$ cat src/rtl/cpu_mem_pkg.sv
// Shared types for the unified instruction/data memory path.
// Arbiter states, grant encoding and default bus widths.
package cpu_mem_pkg;

    typedef enum logic [1:0] {
        IDLE,
        BUSY_IF,
        BUSY_DM,
        DONE
    } arb_state_t;

    typedef enum logic {
        GNT_IF,
        GNT_DM
    } grant_t;

    localparam int ADDR_W_DEF = 32;
    localparam int DATA_W_DEF = 32;

endpackage

$ cat src/rtl/arb_timeout_counter.sv
// Counts stalled memory cycles and raises a sticky hit flag.
// hit_o rises so that it is visible during the TIMEOUT-th stalled cycle.
module arb_timeout_counter #(
    parameter int TIMEOUT = 64
) (
    input  logic clk_i,
    input  logic rst_i,
    input  logic en_i,
    input  logic clr_i,
    output logic hit_o
);

    localparam int CW = $clog2(TIMEOUT + 1);

    logic [CW-1:0] cnt_q;
    logic          hit_q;

    always_ff @(posedge clk_i or posedge rst_i) begin
        if (rst_i) begin
            cnt_q <= '0;
            hit_q <= 1'b0;
        end else begin
            if (clr_i) begin
                cnt_q <= '0;
            end else if (en_i && cnt_q != CW'(TIMEOUT)) begin
                cnt_q <= cnt_q + 1'b1;
            end
            // Set one cycle early so the flag is already up in the limit cycle.
            if (en_i && cnt_q >= CW'(TIMEOUT - 2)) begin
                hit_q <= 1'b1;
            end
        end
    end

    assign hit_o = hit_q;

endmodule

$ cat src/rtl/unified_mem_arbiter.sv
// Single-port memory shared between instruction fetch and data access.
// One transaction at a time; DM has priority unless IF has starved.
module unified_mem_arbiter
    import cpu_mem_pkg::*;
#(
    parameter int ADDR_W       = ADDR_W_DEF,
    parameter int DATA_W       = DATA_W_DEF,
    parameter int STARVE_LIMIT = 4,
    parameter int TIMEOUT      = 64
) (
    input  logic              clk_i,
    input  logic              rst_i,
    input  logic              if_req_i,
    input  logic [ADDR_W-1:0] if_addr_i,
    output logic [DATA_W-1:0] if_rdata_o,
    output logic              if_ack_o,
    output logic              if_stall_o,
    input  logic              dm_read_i,
    input  logic              dm_write_i,
    input  logic [ADDR_W-1:0] dm_addr_i,
    input  logic [DATA_W-1:0] dm_wdata_i,
    output logic [DATA_W-1:0] dm_rdata_o,
    output logic              dm_ack_o,
    output logic              dm_stall_o,
    output logic              mem_req_o,
    output logic              mem_we_o,
    output logic [ADDR_W-1:0] mem_addr_o,
    output logic [DATA_W-1:0] mem_wdata_o,
    input  logic [DATA_W-1:0] mem_rdata_i,
    input  logic              mem_ready_i,
    output logic              err_o
);

    arb_state_t        state_q;
    logic [3:0]        starve_q;
    logic [3:0]        starve_d;
    logic              mem_req_q;
    logic              mem_we_q;
    logic [ADDR_W-1:0] mem_addr_q;
    logic [DATA_W-1:0] mem_wdata_q;
    logic [DATA_W-1:0] if_rdata_q;
    logic [DATA_W-1:0] dm_rdata_q;
    logic              if_ack_q;
    logic              dm_ack_q;
    logic              err_q;

    logic   dm_req;
    logic   starved;
    logic   busy;
    logic   to_hit;
    grant_t grant_d;

    always_comb begin
        dm_req   = dm_read_i | dm_write_i;
        starved  = (starve_q == 4'(STARVE_LIMIT));
        busy     = (state_q == BUSY_IF) || (state_q == BUSY_DM);
        grant_d  = GNT_IF;
        starve_d = starve_q;
        if (dm_req && !(if_req_i && starved)) begin
            grant_d = GNT_DM;
            if (if_req_i && !starved) begin
                starve_d = starve_q + 1'b1;
            end
        end else begin
            starve_d = '0;
        end
    end

    always_ff @(posedge clk_i or posedge rst_i) begin
        if (rst_i) begin
            state_q     <= IDLE;
            starve_q    <= '0;
            mem_req_q   <= 1'b0;
            mem_we_q    <= 1'b0;
            mem_addr_q  <= '0;
            mem_wdata_q <= '0;
            if_rdata_q  <= '0;
            dm_rdata_q  <= '0;
            if_ack_q    <= 1'b0;
            dm_ack_q    <= 1'b0;
            err_q       <= 1'b0;
        end else begin
            if_ack_q <= 1'b0;
            dm_ack_q <= 1'b0;
            if (dm_read_i && dm_write_i) begin
                err_q <= 1'b1;
            end
            unique case (state_q)
                IDLE: begin
                    if (dm_req || if_req_i) begin
                        mem_req_q <= 1'b1;
                        starve_q  <= starve_d;
                        if (grant_d == GNT_DM) begin
                            state_q     <= BUSY_DM;
                            mem_we_q    <= dm_write_i;
                            mem_addr_q  <= dm_addr_i;
                            mem_wdata_q <= dm_wdata_i;
                        end else begin
                            state_q     <= BUSY_IF;
                            mem_we_q    <= 1'b0;
                            mem_addr_q  <= if_addr_i;
                            mem_wdata_q <= '0;
                        end
                    end
                end
                BUSY_IF, BUSY_DM: begin
                    if (mem_ready_i) begin
                        mem_req_q <= 1'b0;
                        state_q   <= DONE;
                        if (state_q == BUSY_IF) begin
                            if_rdata_q <= mem_rdata_i;
                            if_ack_q   <= 1'b1;
                        end else begin
                            if (!mem_we_q) begin
                                dm_rdata_q <= mem_rdata_i;
                            end
                            dm_ack_q <= 1'b1;
                        end
                    end
                end
                DONE: begin
                    state_q <= IDLE;
                end
                default: begin
                    state_q <= IDLE;
                end
            endcase
        end
    end

    arb_timeout_counter #(
        .TIMEOUT(TIMEOUT)
    ) u_timeout (
        .clk_i(clk_i),
        .rst_i(rst_i),
        .en_i (busy & ~mem_ready_i),
        .clr_i(~busy),
        .hit_o(to_hit)
    );

    assign if_rdata_o  = if_rdata_q;
    assign if_ack_o    = if_ack_q;
    assign dm_rdata_o  = dm_rdata_q;
    assign dm_ack_o    = dm_ack_q;
    assign mem_req_o   = mem_req_q;
    assign mem_we_o    = mem_we_q;
    assign mem_addr_o  = mem_addr_q;
    assign mem_wdata_o = mem_wdata_q;
    assign err_o       = err_q | to_hit;
    assign if_stall_o  = if_req_i & ~if_ack_q;
    assign dm_stall_o  = (dm_read_i | dm_write_i) & ~dm_ack_q;

endmodule

$ cat config.mk
export PLATFORM = sky130hd
export DESIGN_NAME = unified_mem_arbiter
export DESIGN_NICKNAME = d
export VERILOG_FILES = /design/src/rtl/cpu_mem_pkg.sv /design/src/rtl/arb_timeout_counter.sv /design/src/rtl/unified_mem_arbiter.sv
export SDC_FILE = /design/constraint.sdc
export NUM_CORES = 1
export LEC_CHECK = 0
export BUFFER_PORTS_ARGS = -buffer_cell sky130_fd_sc_hd__buf_2
export CAP_MARGIN = 25
export CORE_ASPECT_RATIO = 1.2
export CORE_MARGIN = 1.5
export CORE_UTILIZATION = 47
export DETAILED_ROUTE_END_ITERATION = 10
export GPL_TIMING_DRIVEN = 0
export PLACE_DENSITY = 0.86
export SKIP_CTS_REPAIR_TIMING = 1
export SYNTH_ARGS = -nofsm -noshare
export SYNTH_HDL_FRONTEND = slang
export SYNTH_SLANG_ARGS = --single-unit
$ cat constraint.sdc
create_clock -name clk_i -period 6.85 [get_ports clk_i]
set_input_delay 1.37 -clock clk_i [delete_from_list [all_inputs] [get_ports clk_i]]
set_output_delay 1.37 -clock clk_i [all_outputs]
set_load 0.01 [all_outputs]
==> impl_metrics.py <==
metrics = {
    "critical_path": {
        "path_buf_inv": 4,
        "cp_max_fo": 10,
        "path_cells": "buf_2 -> nor2_1 -> buf_6 -> clkbuf_1 -> nor2_1 -> buf_2",
        "r2r_setup_slack_ns": 4.75,
        "cp-start-kind": "primary input",
        "path_delay_family": "buffers and inverters",
        "path_class": "primary input to output port",
        "crit_arrival_ns": 2.42,
        "crit_slowest_cell": "clkbuf_1",
        "cp-end-kind": "output port",
        "slowest_delay_ns": 0.32,
        "cp.required_ns": 5.48,
    },
    "placement": {
        "place_ws_ns": 3.05,
        "hpwl_mm": 11.2,
        "place.gp.congestion": 0.823,
        "port_buffers": 265,
        "dp_cells": 930,
    },
    "power_and_ir_drop": {
        "p_total_w": 0.00391,
        "power.density_mw_per_mm2": 473,
        "vdd_drop_max_mv": 0.231,
        "p_leak_nw": 4.09,
    },
    "routing": {
        "num_vias": 5052,
        "post_drt_wl_per_cell_um": 15.5,
        "drt_wl_total_mm": 14.9,
        "detail-route-antenna-nets": 0,
        "drt_iter0_drc": 283,
        "viasPerCell": 5.25,
        "first_pass_iters": 4,
        "drc_errors": 0,
    },
    "layout": {
        "fin_nets": 926,
        "n_antenna_cell": 0,
        "drive_gt1_share_pct": 48.6,
        "instances_no_fill": 962,
        "fin_util_pct": 65.3,
        "syn_to_final_growth_pct": 34.8,
    },
    "clock_network": {
        "cts_max_path_buffers": 2,
        "cts_tree": "built",
        "clkSinkCount": 147,
        "clk_pin_slew_ns": 0.06,
        "clock-root-buffer": "clkbuf_16",
        "htree_levels": 4,
        "cts_buffers": 17,
        "clkLatencyLatePin_ns": 0.41,
    },
    "global_routing": {
        "grt_overflow_total": 0,
        "antenna_found_initial": 0,
        "grt_pass1_vias": 4952,
        "grt_pass1_wl_mm": 23.3,
        "grt_max_degree": 91,
        "grt_usage_pct": 21.7,
    },
    "timing": {
        "fin_crit_ns": 3.79,
        "slew_headroom_pct": 47.5,
        "maxSlewViolCount": 0,
        "hold_viol": 0,
        "rsz0062_at_grt": "false",
        "skew_ns": 0.00979,
        "worst_slew_pin_slew_ns": 0.787,
        "setup_viol": 0,
        "post-route-period-util_pct": 55.4,
        "fmax_mhz": 264,
        "tns_ns": 0,
        "fin_ws_ns": 3.06,
    },
    "floorplan": {
        "fp.dieH_um": 128,
        "initial_core_util_pct": 48.4,
        "row_count": 45,
        "coreArea_mm2": 0.0127,
        "ios": 269,
        "die_area_mm2": 0.0137,
        "die_w_um": 107,
    },
    "yosys": {
        "synth_cell_type_count": 43,
        "synth.yosys.warnings": 0,
        "yosysTopAreaCellShare_pct": 60.0,
        "synth_top_area_cell": "dfrtp_1",
        "synth_most_common_cell": "dfrtp_1",
        "avgSynthCellArea_um2": 12.3,
        "syn-cell-area_mm2": 0.00613,
        "syn_nets": 641,
        "synth-edff-count": 0,
        "async_flop_share_pct": 100,
        "syn_inst": 500,
        "yosys_register_bits": 147,
        "yosys-top-cells-count": "dfrtp_1, mux2_2, nor2_1, o21ai_0, nand3_1",
        "ys_seq_area_share_pct": 60.0,
        "synthTopCellsByArea": "dfrtp_1, mux2_2, a22o_1, a31oi_1, o21ai_0",
        "ys.flop_type": "dfrtp_1",
    },
    "hold_path": {
        "min-delay-path-class": "flip-flop to flip-flop",
    },
    "job": {
        "cap_viol_max_count": 0,
    },
    "status": {
        "status": "complete, no violations",
    },
}
==> path summary, 6_finish.rpt <==
kind,start,cells past startpoint,end
min in group asynchronous,rst_i,2,dm_rdata_o[28]
setup reg to reg,state_q[0],7,dm_rdata_o[26]
max in group asynchronous,rst_i,3,mem_wdata_o[28]
hold reg to reg,err_q,1,err_q
setup / recovery,dm_write_i,6,dm_stall_o
hold / removal,err_q,1,err_q
==> layout make-up <==
class                           instances  area [µm²]
Sequential cell                       147        3680
Timing Repair Buffer                  266        1350
Inverter                               10        42.5
Tap cell                              164         205
Clock buffer                           17         425
Buffer                                 39         214
Clock inverter                         15         145
Fill cell                            1042        4400
Multi-Input combinational cell        304        2200
==> cells by family (layout without fill, tap and decap cells) <==
group	Yosys count	in the layout	share of synthesized area (%)
flops	147	147	60.0
compound gates	122	122	13.5
simple gates	107	107	8.63
mux	67	67	12.2
buf+inv	49	347	4.10
fa+ha+maj	7	7	1.43
xor+xnor	1	1	0.143
==> through the flow <==
step	hold WS, ns	instance area, µm²
after floorplan	0.420	6130
after global placement	0.430	7660
after detailed placement	0.439	7700
after CTS	0.453	8270
after global routing	0.475	8270
final	0.448	8270
==> flip-flops by register name, indices dropped and copies added, names as in the netlist <==
register	flops
if_rdata_o	32
starve_q	4
if_ack_o	1
mem_req_o	1
state_q	2
u_timeout.cnt_q	7
dm_ack_o	1
u_timeout.hit_o	1
mem_we_o	1
mem_addr_o	32
dm_rdata_o	32
mem_wdata_o	32
err_q	1
==> placed cells by master, fill, tap and decap left out, drive strengths merged, types with 4 or more instances in the layout <==
cell type,instances
buf,288
dfrtp,147
mux2,64
nor2,39
o21ai,39
nand3,35
clkbuf,34
a22o,33
a31oi,32
inv,17
nand2,12
ha,7
a21oi,6
clkinv,6
a21o,4
==> routing by layer <==
metal / share of wire [%] / wire length [µm] / global-route usage [%] / vias up
met5: 0 / 0 / 0 / -
met4: 2.9 / 436 / 8.94 / 0
met3: 6.3 / 946 / 5.08 / 35
met2: 50 / 7530 / 37.3 / 218
met1: 40 / 6000 / 26.0 / 2414
li1: - / - / - / 2385
==> power by group <==
part           leakage (nW)  switching [W]  internal, W
Combinational          2.05       0.000796     0.000747
Sequential             1.76       0.000210      0.00128
Clock                 0.275       0.000398     0.000481
No activity file was read; power rests on OpenSTA's default activity.
